[config.mk]
export PLATFORM = sky130hd
export DESIGN_NAME = fwd_hazard_ctrl_flat
export DESIGN_NICKNAME = d
export VERILOG_FILES = /design/src/rtl/fwd_hazard_ctrl_pkg.sv /design/src/rtl/fwd_hazard_ctrl_if.sv /design/src/rtl/fwd_hazard_ctrl_src_match.sv /design/src/rtl/fwd_hazard_ctrl.sv /design/src/flat_wrapper.sv
export SDC_FILE = /design/constraint.sdc
export NUM_CORES = 1
export LEC_CHECK = 0
export BUFFER_PORTS_ARGS = -buffer_cell sky130_fd_sc_hd__buf_2
export CELL_PAD_IN_SITES_DETAIL_PLACEMENT = 1
export CELL_PAD_IN_SITES_GLOBAL_PLACEMENT = 2
export CORE_MARGIN = 5
export CORE_UTILIZATION = 31
export DETAILED_ROUTE_END_ITERATION = 6
export PLACE_DENSITY_LB_ADDON = 0.12
export SLEW_MARGIN = 40
export SYNTH_ARGS = -nofsm -noshare
export SYNTH_HDL_FRONTEND = slang
export SYNTH_SLANG_ARGS = --single-unit
[constraint.sdc]
create_clock -name clk -period 2.6 [get_ports clk]
set_input_delay 0.26 -clock clk [delete_from_list [all_inputs] [get_ports clk]]
set_output_delay 0.26 -clock clk [all_outputs]
set_load 0.005 [all_outputs]
[src/rtl/fwd_hazard_ctrl_pkg.sv]
// Shared definitions for the forwarding/hazard controller: select codes and
// the in-flight table entry layout.
package fwd_hazard_ctrl_pkg;

  localparam int SEL_RF  = 0;
  localparam int SEL_EX  = 1;
  localparam int SEL_MEM = 2;
  localparam int SEL_WB  = 3;

  // Widest register address a table entry can hold; narrower ids are zero-extended.
  localparam int MAX_REG_AW = 8;

  typedef struct packed {
    logic                  vld;
    logic                  wr;
    logic                  ld;
    logic [MAX_REG_AW-1:0] dest;
  } tbl_entry_t;

  function automatic tbl_entry_t make_entry(input logic vld, input logic wr,
                                            input logic ld,
                                            input logic [MAX_REG_AW-1:0] dest);
    tbl_entry_t e;
    e.vld  = vld;
    e.wr   = wr;
    e.ld   = ld;
    e.dest = dest;
    return e;
  endfunction

endpackage

[src/rtl/fwd_hazard_ctrl_if.sv]
// ID-stage view of the forwarding/hazard controller: instruction fields and
// pipeline controls in, operand selects and stall status out.
interface fwd_hazard_ctrl_if #(
  parameter int REG_AW = 3,
  parameter int SEL_W  = 2,
  parameter int CNT_W  = 16
);
  logic              fwd_en;
  logic              pipe_hold;
  logic              flush;
  logic              id_valid;
  logic [REG_AW-1:0] id_src1;
  logic [REG_AW-1:0] id_src2;
  logic              id_src1_used;
  logic              id_src2_used;
  logic              id_is_st;
  logic              id_is_ld;
  logic              id_wr_en;
  logic [REG_AW-1:0] id_dest;
  logic [SEL_W-1:0]  fwd_op1_sel;
  logic [SEL_W-1:0]  fwd_op2_sel;
  logic [SEL_W-1:0]  fwd_st_sel;
  logic              stall_id;
  logic [CNT_W-1:0]  stall_cnt;

  modport master (
    output fwd_en, pipe_hold, flush, id_valid, id_src1, id_src2,
           id_src1_used, id_src2_used, id_is_st, id_is_ld, id_wr_en, id_dest,
    input  fwd_op1_sel, fwd_op2_sel, fwd_st_sel, stall_id, stall_cnt
  );

  modport slave (
    input  fwd_en, pipe_hold, flush, id_valid, id_src1, id_src2,
           id_src1_used, id_src2_used, id_is_st, id_is_ld, id_wr_en, id_dest,
    output fwd_op1_sel, fwd_op2_sel, fwd_st_sel, stall_id, stall_cnt
  );
endinterface

[src/rtl/fwd_hazard_ctrl_src_match.sv]
// Priority match of one source register against the in-flight table: youngest
// producer wins; also reports load-not-ready and any pre-writeback match.
module fwd_src_match
  import fwd_hazard_ctrl_pkg::*;
#(
  parameter int NUM_STG = 3,
  parameter int LD_LAT  = 1,
  parameter int SEL_W   = 2,
  parameter int REG_AW  = 3
) (
  input  tbl_entry_t [NUM_STG:1] i_tbl,
  input  logic [REG_AW-1:0]      i_src,
  input  logic                   i_used,
  output logic [SEL_W-1:0]       o_sel,
  output logic                   o_ld_haz,
  output logic                   o_pre_wb
);

  logic [NUM_STG:1] w_hit;

  always_comb begin
    w_hit = '0;
    for (int k = 1; k <= NUM_STG; k++) begin
      w_hit[k] = i_tbl[k].vld && i_tbl[k].wr && i_used && (i_src != '0) &&
                 (i_tbl[k].dest == MAX_REG_AW'(i_src));
    end
  end

  // NOTE: every output gets a default before the loop so no path leaves it
  // unassigned; otherwise synthesis would infer a latch.
  always_comb begin
    o_sel    = SEL_W'(SEL_RF);
    o_ld_haz = 1'b0;
    o_pre_wb = 1'b0;
    // Oldest first, so the youngest hit overwrites and wins.
    for (int k = NUM_STG; k >= SEL_EX; k--) begin
      if (w_hit[k]) begin
        o_sel    = SEL_W'(k);
        o_ld_haz = i_tbl[k].ld && (k <= LD_LAT);
        if (k < NUM_STG) o_pre_wb = 1'b1;
      end
    end
  end

endmodule

[src/rtl/fwd_hazard_ctrl.sv]
// Forwarding and load-use hazard controller beside ID; tracks destinations of
// the EX..WB instructions itself and inserts bubbles when data is not ready.
module fwd_hazard_ctrl
  import fwd_hazard_ctrl_pkg::*;
#(
  parameter int REG_AW  = 3,
  parameter int NUM_STG = 3,
  parameter int LD_LAT  = 1,
  parameter int SEL_W   = 2,
  parameter int CNT_W   = 16
) (
  input logic              clk,
  input logic              rst,
  fwd_hazard_ctrl_if.slave bus
);

  tbl_entry_t [NUM_STG:1] r_tbl;
  logic [CNT_W-1:0]       r_stall_cnt;

  logic [SEL_W-1:0] w_sel1, w_sel2, w_src2_sel;
  logic [SEL_W-1:0] w_op1_sel, w_op2_sel, w_st_sel;
  logic             w_ld_haz1, w_ld_haz2, w_pre_wb1, w_pre_wb2;
  logic             w_stall;

  fwd_src_match #(
    .NUM_STG(NUM_STG), .LD_LAT(LD_LAT), .SEL_W(SEL_W), .REG_AW(REG_AW)
  ) u_match_src1 (
    .i_tbl   (r_tbl),
    .i_src   (bus.id_src1),
    .i_used  (bus.id_src1_used),
    .o_sel   (w_sel1),
    .o_ld_haz(w_ld_haz1),
    .o_pre_wb(w_pre_wb1)
  );

  fwd_src_match #(
    .NUM_STG(NUM_STG), .LD_LAT(LD_LAT), .SEL_W(SEL_W), .REG_AW(REG_AW)
  ) u_match_src2 (
    .i_tbl   (r_tbl),
    .i_src   (bus.id_src2),
    .i_used  (bus.id_src2_used),
    .o_sel   (w_sel2),
    .o_ld_haz(w_ld_haz2),
    .o_pre_wb(w_pre_wb2)
  );

  always_comb begin
    w_stall    = 1'b0;
    w_op1_sel  = SEL_W'(SEL_RF);
    w_src2_sel = SEL_W'(SEL_RF);
    w_op2_sel  = SEL_W'(SEL_RF);
    w_st_sel   = SEL_W'(SEL_RF);
    if (bus.id_valid && !bus.flush) begin
      if (bus.fwd_en) begin
        // A load still in flight cannot be forwarded: stall and read nothing.
        w_stall    = w_ld_haz1 || w_ld_haz2;
        w_op1_sel  = w_ld_haz1 ? SEL_W'(SEL_RF) : w_sel1;
        w_src2_sel = w_ld_haz2 ? SEL_W'(SEL_RF) : w_sel2;
      end else begin
        w_stall = w_pre_wb1 || w_pre_wb2;
      end
      if (bus.id_is_st) w_st_sel  = w_src2_sel;
      else              w_op2_sel = w_src2_sel;
    end
  end

  assign bus.fwd_op1_sel = w_op1_sel;
  assign bus.fwd_op2_sel = w_op2_sel;
  assign bus.fwd_st_sel  = w_st_sel;
  assign bus.stall_id    = w_stall;
  assign bus.stall_cnt   = r_stall_cnt;

  // NOTE: state updates use non-blocking assignments so the shift reads the
  // pre-edge table and the result does not depend on statement order.
  always_ff @(posedge clk) begin
    if (rst) begin
      // NOTE: the table is reset as a whole (a few flops, not a RAM) because
      // a stale vld bit would fake a hazard after reset.
      r_tbl       <= '0;
      r_stall_cnt <= '0;
    end else begin
      if (bus.flush) begin
        r_tbl <= '0;
      end else if (!bus.pipe_hold) begin
        for (int k = NUM_STG; k >= 2; k--) r_tbl[k] <= r_tbl[k-1];
        if (bus.id_valid && !w_stall)
          r_tbl[1] <= make_entry(1'b1, bus.id_wr_en, bus.id_is_ld,
                                 MAX_REG_AW'(bus.id_dest));
        else
          r_tbl[1] <= '0;
      end
      if (w_stall && !bus.pipe_hold && !(&r_stall_cnt))
        r_stall_cnt <= r_stall_cnt + 1'b1;
    end
  end

endmodule

[src/flat_wrapper.sv]
// flat-port wrapper written by rule: the top's interface ports become plain ports
module fwd_hazard_ctrl_flat import fwd_hazard_ctrl_pkg::*;
#(
  parameter int REG_AW  = 3,
  parameter int NUM_STG = 3,
  parameter int LD_LAT  = 1,
  parameter int SEL_W   = 2,
  parameter int CNT_W   = 16
)
  (clk, rst, bus_fwd_en, bus_pipe_hold, bus_flush, bus_id_valid, bus_id_src1, bus_id_src2, bus_id_src1_used, bus_id_src2_used, bus_id_is_st, bus_id_is_ld, bus_id_wr_en, bus_id_dest, bus_fwd_op1_sel, bus_fwd_op2_sel, bus_fwd_st_sel, bus_stall_id, bus_stall_cnt);
  fwd_hazard_ctrl_if #(.REG_AW(REG_AW), .SEL_W(SEL_W), .CNT_W(CNT_W)) bus_i ();
  input logic clk;
  input logic rst;
  input wire logic [$bits(bus_i.fwd_en)-1:0] bus_fwd_en;
  input wire logic [$bits(bus_i.pipe_hold)-1:0] bus_pipe_hold;
  input wire logic [$bits(bus_i.flush)-1:0] bus_flush;
  input wire logic [$bits(bus_i.id_valid)-1:0] bus_id_valid;
  input wire logic [$bits(bus_i.id_src1)-1:0] bus_id_src1;
  input wire logic [$bits(bus_i.id_src2)-1:0] bus_id_src2;
  input wire logic [$bits(bus_i.id_src1_used)-1:0] bus_id_src1_used;
  input wire logic [$bits(bus_i.id_src2_used)-1:0] bus_id_src2_used;
  input wire logic [$bits(bus_i.id_is_st)-1:0] bus_id_is_st;
  input wire logic [$bits(bus_i.id_is_ld)-1:0] bus_id_is_ld;
  input wire logic [$bits(bus_i.id_wr_en)-1:0] bus_id_wr_en;
  input wire logic [$bits(bus_i.id_dest)-1:0] bus_id_dest;
  output wire logic [$bits(bus_i.fwd_op1_sel)-1:0] bus_fwd_op1_sel;
  output wire logic [$bits(bus_i.fwd_op2_sel)-1:0] bus_fwd_op2_sel;
  output wire logic [$bits(bus_i.fwd_st_sel)-1:0] bus_fwd_st_sel;
  output wire logic [$bits(bus_i.stall_id)-1:0] bus_stall_id;
  output wire logic [$bits(bus_i.stall_cnt)-1:0] bus_stall_cnt;
  assign bus_i.fwd_en = bus_fwd_en;
  assign bus_i.pipe_hold = bus_pipe_hold;
  assign bus_i.flush = bus_flush;
  assign bus_i.id_valid = bus_id_valid;
  assign bus_i.id_src1 = bus_id_src1;
  assign bus_i.id_src2 = bus_id_src2;
  assign bus_i.id_src1_used = bus_id_src1_used;
  assign bus_i.id_src2_used = bus_id_src2_used;
  assign bus_i.id_is_st = bus_id_is_st;
  assign bus_i.id_is_ld = bus_id_is_ld;
  assign bus_i.id_wr_en = bus_id_wr_en;
  assign bus_i.id_dest = bus_id_dest;
  assign bus_fwd_op1_sel = bus_i.fwd_op1_sel;
  assign bus_fwd_op2_sel = bus_i.fwd_op2_sel;
  assign bus_fwd_st_sel = bus_i.fwd_st_sel;
  assign bus_stall_id = bus_i.stall_id;
  assign bus_stall_cnt = bus_i.stall_cnt;
  fwd_hazard_ctrl #(.REG_AW(REG_AW), .NUM_STG(NUM_STG), .LD_LAT(LD_LAT), .SEL_W(SEL_W), .CNT_W(CNT_W)) u_core (.clk(clk), .rst(rst), .bus(bus_i));
endmodule
==> results of run 1 <==
tightest hold or removal path: cells and delay by family:
family	cells	cell delay (ps)
simple gates	1	50
compound gates	1	60
buf+inv	1	70
area by class of cell:
| type | count | area (um2) | share of cell area |
|---|---|---|---|
| Tap cell | 75 | 93.84 | 0.03994 |
| Inverter | 8 | 30.03 | 0.01278 |
| Clock buffer | 6 | 72.57 | 0.03088 |
| Sequential cell | 32 | 641.9 | 0.2732 |
| Timing Repair Buffer | 53 | 305.3 | 0.1299 |
| Multi-Input combinational cell | 180 | 1201 | 0.5112 |
| Clock inverter | 1 | 5.005 | 0.002130 |
cell families (layout without fill, tap and decap cells):
| family | count (synthesis) | in the layout | synth area share |
|---|---|---|---|
| AOI/OAI and AO/OA | 44 | 44 | 0.1737 |
| muxes | 15 | 15 | 0.08036 |
| xor gates and xnor gates | 16 | 16 | 0.07258 |
| adders and majority gates | 1 | 1 | 0.006480 |
| buffers and inverters | 20 | 68 | 0.04925 |
| and+or+nand+nor | 104 | 104 | 0.2858 |
| DFF | 32 | 32 | 0.3318 |
power by group:
| group | switching [mW] | total (mW) | leakage (nW) | internal [mW] |
|---|---|---|---|---|
| logic | 0.0458 | 0.0791 | 0.604 | 0.0333 |
| clock network | 0.193 | 0.375 | 0.0410 | 0.182 |
| registers | 0.00334 | 0.496 | 0.258 | 0.493 |
state kept, by name, indices dropped and copies added, names as in the netlist:
signal,cells
u_core.bus.stall_cnt,16
u_core.r_tbl,16
through the flow:
| step | instance area, um2 | cells | utilization | power [mW] |
|---|---|---|---|---|
| after global routing | 2350 | 355 | 0.3922 | 0.9977 |
| after global placement | 2215 | 343 | 0.3697 | 0.5875 |
| final | 2350 | 355 | 0.3922 | 0.9496 |
| after CTS | 2327 | 353 | 0.3885 | 0.9690 |
| after floorplan | 1931 | 232 | - | 0.5546 |
| after detailed placement | 2215 | 343 | 0.3697 | 0.5879 |
synth_stat cells (3+ instances only):
cell       n
nor4_1     5
mux2_1     3
mux2i_1   11
clkbuf_1   7
nor3_1     5
and3_1     3
nor3b_1    3
o21ai_0   12
nor2b_1    5
nand3_1   17
nand2_1   15
a21oi_1    9
or4_1      5
or3b_1     3
nor2_1    24
o41ai_1    3
xor2_1     6
and2_1     3
dfxtp_1   32
inv_1      8
o31ai_1    6
or2_2      4
xnor2_1   10
nand4_1    5
worst paths after layout:
| check | end | slack (ps) | depth (start not counted) |
|---|---|---|---|
| hold reg to reg | u_core.bus.stall_cnt[6] | 500 | 2 |
| setup / recovery | u_core.bus.stall_cnt[13] | 140 | 8 |
| setup reg to reg | u_core.bus.stall_cnt[13] | 140 | 8 |
| hold / removal | u_core.r_tbl[9] | 200 | 3 |
metal layers:
metal / share of wire / vias to the layer above / global-route usage / wire, um
li1: - / 925 / - / -
met1: 0.42 / 871 / 0.1677 / 2318
met2: 0.53 / 28 / 0.2841 / 2906
met3: 0.041 / 6 / 0.03410 / 227
met4: 0.014 / 0 / 0.05082 / 78
met5: 0 / - / 0 / 0
timing repair:
item / 4_1_cts / 5_1_grt
buffers inserted: 3 / 2
gates resized for setup: 0 / 2
endpoints found under the setup margin: 1 / 6
pin swaps: 1 / 2
==> results.cfg, run 1 <==
[run_status]
status = finished clean

[clock_network]
cts_made_buffers = 5
hold_buffers = 0
cts_tree = built
clkTransAtPathRegs_ps = 70
clockBufferDepth = 2
htree_levels = 2
clkLatencyLatePin_ps = 290
clock-root-buffer = clkbuf_8
clock-sinks = 32

[sta]
rsz0062_at_grt = no
hold_violations = 0
clock.fmax_ghz = 0.4061
worst_pin_slew_ps = 664.2
fin_worst_skew_ps = 7.496
slew_headroom = 0.5562
fin_setup_tns_ps = 0
period_minus_slack_ps = 2463
holdWs_ps = 201.9
slew_viol_final = 0
fin_crit_sh = 0.9472
final.setup.worst_slack_ps = 137.3
setup_viol = 0

[cells_and_area]
nets = 301
layout_common_cells = buf_2 (42), dfxtp_1 (31), nor2_1 (24)
fillerInstances = 733
mostFrequentLayoutCell = buf_2
drive_gt1_frac = 0.2643
area_growth_syn_to_layout_pct = 21.71
antenna_cells = 0

[yosys]
syn_area_per_cell_um2 = 8.322
async_reset_ff_frac = 0
synth_seq_cells = 32
ys_types = 44
netlist_area_mm2 = 0.001931
synthFlopType = dfxtp_1
yosysTopAreaCell = dfxtp_1
ys_top_cells_by_area = dfxtp_1 (33%), mux2i_1 (5.7%), nor2_1 (4.7%), xnor2_1 (4.5%), nand3_1 (4.4%)
ys_seq_area_frac = 0.3318
synthesis.nets = 253
yosysWarnings = 0
synth_edf_count = 0
synth_top_area_frac = 0.3318
synthCells = 232

[route]
vias_per_cell = 5.155
drc = 0
drt-pass1-iter-count = 4
ant_nets = 0
routed-via-count = 1830
drt_iter0_markers = 43
wl_per_cell_um = 15.58
routed_wl_um = 5531

[placement]
numPortBuffers = 42
dp_worst_setup_slack_ps = 112.5
gp_congestion = 0.8532
dpl.hpwl_um = 4203

[power_and_ir_drop]
power.leakage_nw = 0.9033
ir_drop_mv = 0.1801
power.density_mw_per_mm2 = 404.1

[floorplan]
coreArea_mm2 = 0.005991
start_util = 0.3223
die_area_mm2 = 0.007906
die_w_um = 88.92
die_y_um = 88.92
core.rowCount = 28
ioPinCount = 43

[critical_path]
worstPathArrival_ps = 2680
cp-end-kind = flip-flop
crit_fanout = 14
required_ps = 2820
cp_slowest_cell = or4b_1
reg2reg_from = u_core.r_tbl[12]
cp_top_family = compound AO/OA/AOI/OAI gates
cp-startpoint = u_core.r_tbl[12]
critPathBufInv = 1
path_cells = or3b_1 -> a211oi_2 -> o2111ai_2 -> a21oi_4 -> o21ai_4 -> buf_12 -> or4b_1 -> a21oi_1
path_class = reg2reg
cp-start-kind = flip-flop
critical-path-max-stage-delay_ps = 500

[grt]
grt_pass1_vias = 1945
grt.total_usage = 0.1518
grt_max_degree = 21
grt_overflow = 0
antenna_found_initial = 0
grt_pass1_wl_um = 9246

[min_path]
hold_class = in2reg
holdCritStartpoint = bus_id_wr_en

[flow_run]
cap_violations = 0
No activity file was read; power rests on OpenSTA's default activity.
==> inputs of run 2 (changes only) <==
==> constraint.sdc (replaced) <==
create_clock -name clk -period 2.6 [get_ports clk]
set_input_delay 0.26 -clock clk [delete_from_list [all_inputs] [get_ports clk]]
set_output_delay 0.26 -clock clk [all_outputs]
set_load 0.01 [all_outputs]
==> results.cfg, run 2 (synthesis results as in run 1) <==
[critical_path]
r2r_setup_slack_ps = 160
reg2reg_to = u_core.bus.stall_cnt[7]
cp-start-kind = flip-flop
reg2reg_from = u_core.r_tbl[1]
path_class = reg2out
worstPathArrival_ps = 2190
crit_fanout = 9
required_ps = 2340
reg2reg_depth = 8
cp-end-kind = output port

[route]
routed_wl_um = 5502
ant_nets = 0
routed-via-count = 1852
drt-pass1-iter-count = 4
wl_per_cell_um = 15.50
vias_per_cell = 5.217
drt_iter0_markers = 31
drc = 0

[cells_and_area]
mostFrequentLayoutCell = buf_2
drive_gt1_frac = 0.2714
nets = 301
final_core_util = 0.3914
antenna_cells = 0
area_growth_syn_to_layout_pct = 21.45
layout_common_cells = buf_2 (42), dfxtp_1 (30), nor2_1 (24)
finalInstanceArea_mm2 = 0.002345

[placement]
numPortBuffers = 42
dpl.hpwl_um = 4185
gp_congestion = 0.8401
placed_area_mm2 = 0.002207
dp_worst_setup_slack_ps = 99.27

[sta]
period_minus_slack_ps = 2451
rsz0062_at_grt = no
worst_pin_slew_ps = 638.5
hold_violations = 0
fin_crit_sh = 0.9426
slew_viol_final = 0
fin_setup_tns_ps = 0
final.setup.worst_slack_ps = 149.2
slew_headroom = 0.5734
fin_worst_skew_ps = 7.793
setup_viol = 0
clock.fmax_ghz = 0.4080

[floorplan]
die_area_mm2 = 0.007906
coreArea_mm2 = 0.005991
ioPinCount = 43
die_y_um = 88.92
core.rowCount = 28
start_util = 0.3223
die_w_um = 88.92

[clock_network]
cts_tree = built
clock-root-buffer = clkbuf_8
hold_buffers = 0
clockBufferDepth = 2
htree_levels = 2
clkTransAtPathRegs_ps = 60
clock-sinks = 32
cts_made_buffers = 5
clkLatencyLatePin_ps = 290

[run_status]
status = finished clean

[power_and_ir_drop]
power.leakage_nw = 0.8962
power.density_mw_per_mm2 = 406.3
ir_drop_mv = 0.2048
power_mw = 0.9527

[min_path]
whs_path_depth = 3
min_to = u_core.r_tbl[9]
holdCritStartpoint = bus_id_wr_en
hold_class = in2reg

[grt]
grt_max_degree = 21
antenna_found_initial = 0
grt_pass1_wl_um = 9308
grt_pass1_vias = 1895
grt_overflow = 0
grt.total_usage = 0.1522

[flow_run]
cap_violations = 0
-- run 2: cell count changes in the layout (fill, tap and decap cells not counted) --
cell / previous run / this run
buf_12: 1 / 0
buf_4: 10 / 11
dfxtp_1: 31 / 30
dfxtp_2: 1 / 2
nor4b_1: 1 / 0
nor4b_2: 0 / 1
o21ai_0: 12 / 11
o21ai_1: 0 / 1
-- run 2: final cells by class --
type	count	area, um2
clock buffers	6	72.57
multi-input cells	180	1207
repair buffers	53	292.8
clock inverters	1	5.005
inverters	8	30.03
well taps	75	93.84
fillers	726	3646
flip-flops and latches	32	643.1
-- run 2: worst max path at each step --
stage	depth (start not counted)	end	from	slack [ps]
6_report	8	bus_stall_id	u_core.r_tbl[1]	150
5_1_grt	8	bus_stall_id	u_core.r_tbl[1]	30
4_1_cts	8	bus_stall_id	u_core.r_tbl[12]	0.5
3_5_place_dp	8	u_core.bus.stall_cnt[15]	bus_id_src2[1]	100
3_3_place_gp	8	u_core.bus.stall_cnt[15]	bus_id_src2[1]	180
2_1_floorplan	8	u_core.bus.stall_cnt[15]	u_core.r_tbl[12]	340
-- run 2: worst max-delay path, cell delays in order (launching register included) --
cell	delay, ps
dfxtp_2	360
or3b_1	380
a211o_1	340
a21oi_4	220
or2_4	180
o21ai_4	80
buf_4	180
inv_1	50
buf_2	110
-- run 2: layer usage --
layer  track usage  wire length, um  vias up
met5             0                0        -
met4       0.04533               53        0
met3       0.03226              189        4
met2        0.2746             2876       26
met1        0.1801             2382      892
li1              -                -      930
-- run 2: metrics by stage --
step	instances	hold WS, ps
final	355	197.0
after global routing	355	218.8
after CTS	350	203.1
after detailed placement	342	494.6
after global placement	342	489.9
after floorplan	232	390.4
-- run 2: where the power goes --
group	internal, mW	switching (mW)
combinational	0.0330	0.0459
sequential	0.493	0.00396
clock	0.182	0.195
-- run 2: timing repair --
item	CTS	global route
buffers inserted	1	5
pin swaps	2	3
resized for setup	0	5
endpoints found under the hold margin	0	0
setup endpoints to repair	1	5
==> inputs of run 3 (changes only) <==
- CELL_PAD_IN_SITES_DETAIL_PLACEMENT: 1 -> unset
- CELL_PAD_IN_SITES_GLOBAL_PLACEMENT: 2 -> unset
- CORE_UTILIZATION: 31 -> 54
- SYNTH_HIERARCHICAL: unset -> 1
==> results.cfg, run 3 <==
[clock_network]
cts_made_buffers = 5
post_cts_buffers = 0
clockBufferDepth = 2
clkLatencyLatePin_ps = 290
htree_levels = 2
hold_buffers = 0
clkTransAtPathRegs_ps = 70
clock-sinks = 32
clock-root-buffer = clkbuf_8
cts_tree = built

[flow_run]
cap_violations = 0

[grt]
grt_pass1_wl_um = 7610
grt.total_usage = 0.1832
grt_pass1_vias = 1685
grt_max_degree = 26
grt_overflow = 0
antenna_found_initial = 0

[power_and_ir_drop]
power.leakage_nw = 1.134
ir_drop_mv = 0.2766
power.density_mw_per_mm2 = 414.1

[placement]
dpl.cell_count = 356
gp_congestion = 0.8391
numPortBuffers = 42
dpl.hpwl_um = 3537

[route]
drt_iter0_markers = 86
drt-pass1-iter-count = 4
drc = 0
wl_per_cell_um = 12.87
ant_nets = 0
routed-via-count = 1968
routed_wl_um = 4684
vias_per_cell = 5.407

[critical_path]
cp-end-kind = flip-flop
cp_slowest_cell = mux2_2
worstPathArrival_ps = 2620
crit_fanout = 20
required_ps = 2770
r2r_setup_slack_ps = 160
cp-start-kind = flip-flop
path_class = reg2reg
path_cells = xor2_1 -> nor4_1 -> and3_1 -> and2_1 -> or3b_1 -> nand3_1 -> buf_12 -> nor4_1 -> mux2_2
critical-path-max-stage-delay_ps = 370
cpMostUsedCell = nor4_1

[yosys]
syn_area_per_cell_um2 = 8.482
synthCells = 240
yosysWarnings = 6
netlist_area_mm2 = 0.002036

[floorplan]
die_w_um = 71.40
start_util = 0.5560
core.rowCount = 22
die_area_mm2 = 0.005098
die_y_um = 71.40
coreArea_mm2 = 0.003661
ioPinCount = 43

[sta]
rsz0062_at_grt = no
period_minus_slack_ps = 2445
fin_crit_sh = 0.9403
fin_setup_tns_ps = 0
setup_viol = 0
clock.fmax_ghz = 0.4090
worst_pin_slew_ps = 538.6
hold_violations = 0
slew_headroom = 0.6396
slew_viol_final = 0
fin_worst_skew_ps = 9.507

[cells_and_area]
fillerInstances = 328
multi_input_area_mm2 = 0.001453
layout_common_cells = buf_2 (42), nor2_1 (30), dfxtp_1 (30), conb_1 (30), xor2_1 (18)
nets = 336
finalNonFillerCells = 364
mostFrequentLayoutCell = buf_2
regArea_um2 = 643.1
drive_gt1_frac = 0.2468
area_growth_syn_to_layout_pct = 25.45
antenna_cells = 0

[run_status]
status = finished clean

[min_path]
hold_class = in2reg
[run 3: stage by stage]
step / total power [mW] / setup WS, ps / utilization / hold WS [ps] / cell area (um2)
after floorplan: 0.5612 / 351.2 / - / 404.1 / 2145
after global placement: 0.5938 / 98.57 / 0.6623 / 488.6 / 2425
after detailed placement: 0.5954 / 16.93 / 0.6623 / 505.3 / 2425
after CTS: 1.076 / 44.76 / 0.6917 / 199.0 / 2532
after global routing: 1.104 / 0.3644 / 0.6975 / 223.5 / 2554
final: 1.057 / 155.3 / 0.6975 / 204.5 / 2554
[run 3: final timing paths]
path | from | to | cells after the start
max | u_core/r_tbl[0] | u_core/bus.stall_cnt[15] | 9
max reg2reg | u_core/r_tbl[0] | u_core/bus.stall_cnt[15] | 9
min reg2reg | u_core/r_tbl[31] | u_core/r_tbl[31] | 2
min | bus_id_is_ld | u_core/r_tbl[8] | 3
[run 3: per-layer routing]
layer  up-vias  global-route usage  wire length, um
met5         -                   0                0
li1       1003                   -                -
met3        12             0.04628              317
met1       891              0.2200             1986
met4         0             0.07933              116
met2        62              0.3082             2264
[run 3: critical path, delay by kind of cell (launching register included)]
family                    cells  cell delay (ps)
and+or+nand+nor               6             1280
muxes                         1              370
xor gates and xnor gates      1              140
buffers and inverters         1              190
DFF                           1              350
[run 3: cell type report]
cell class              instances  share of cell area
clock inverters                 2             0.01372
flip-flops and latches         32              0.2518
clock buffers                   6             0.02842
repair buffers                 49              0.1078
inverters                       4            0.005879
multi-input cells             223              0.5688
well taps                      48             0.02352
[run 3: power by group]
part,switching [mW],internal (mW)
Sequential,0.00324,0.493
Combinational,0.0541,0.0353
Clock,0.188,0.284
Total,0.245,0.812
[run 3: what timing repair did]
item                                   in CTS  in global routing
gates resized for setup                     0                  5
setup endpoints to repair                   0                  4
endpoints found under the hold margin       0                  0
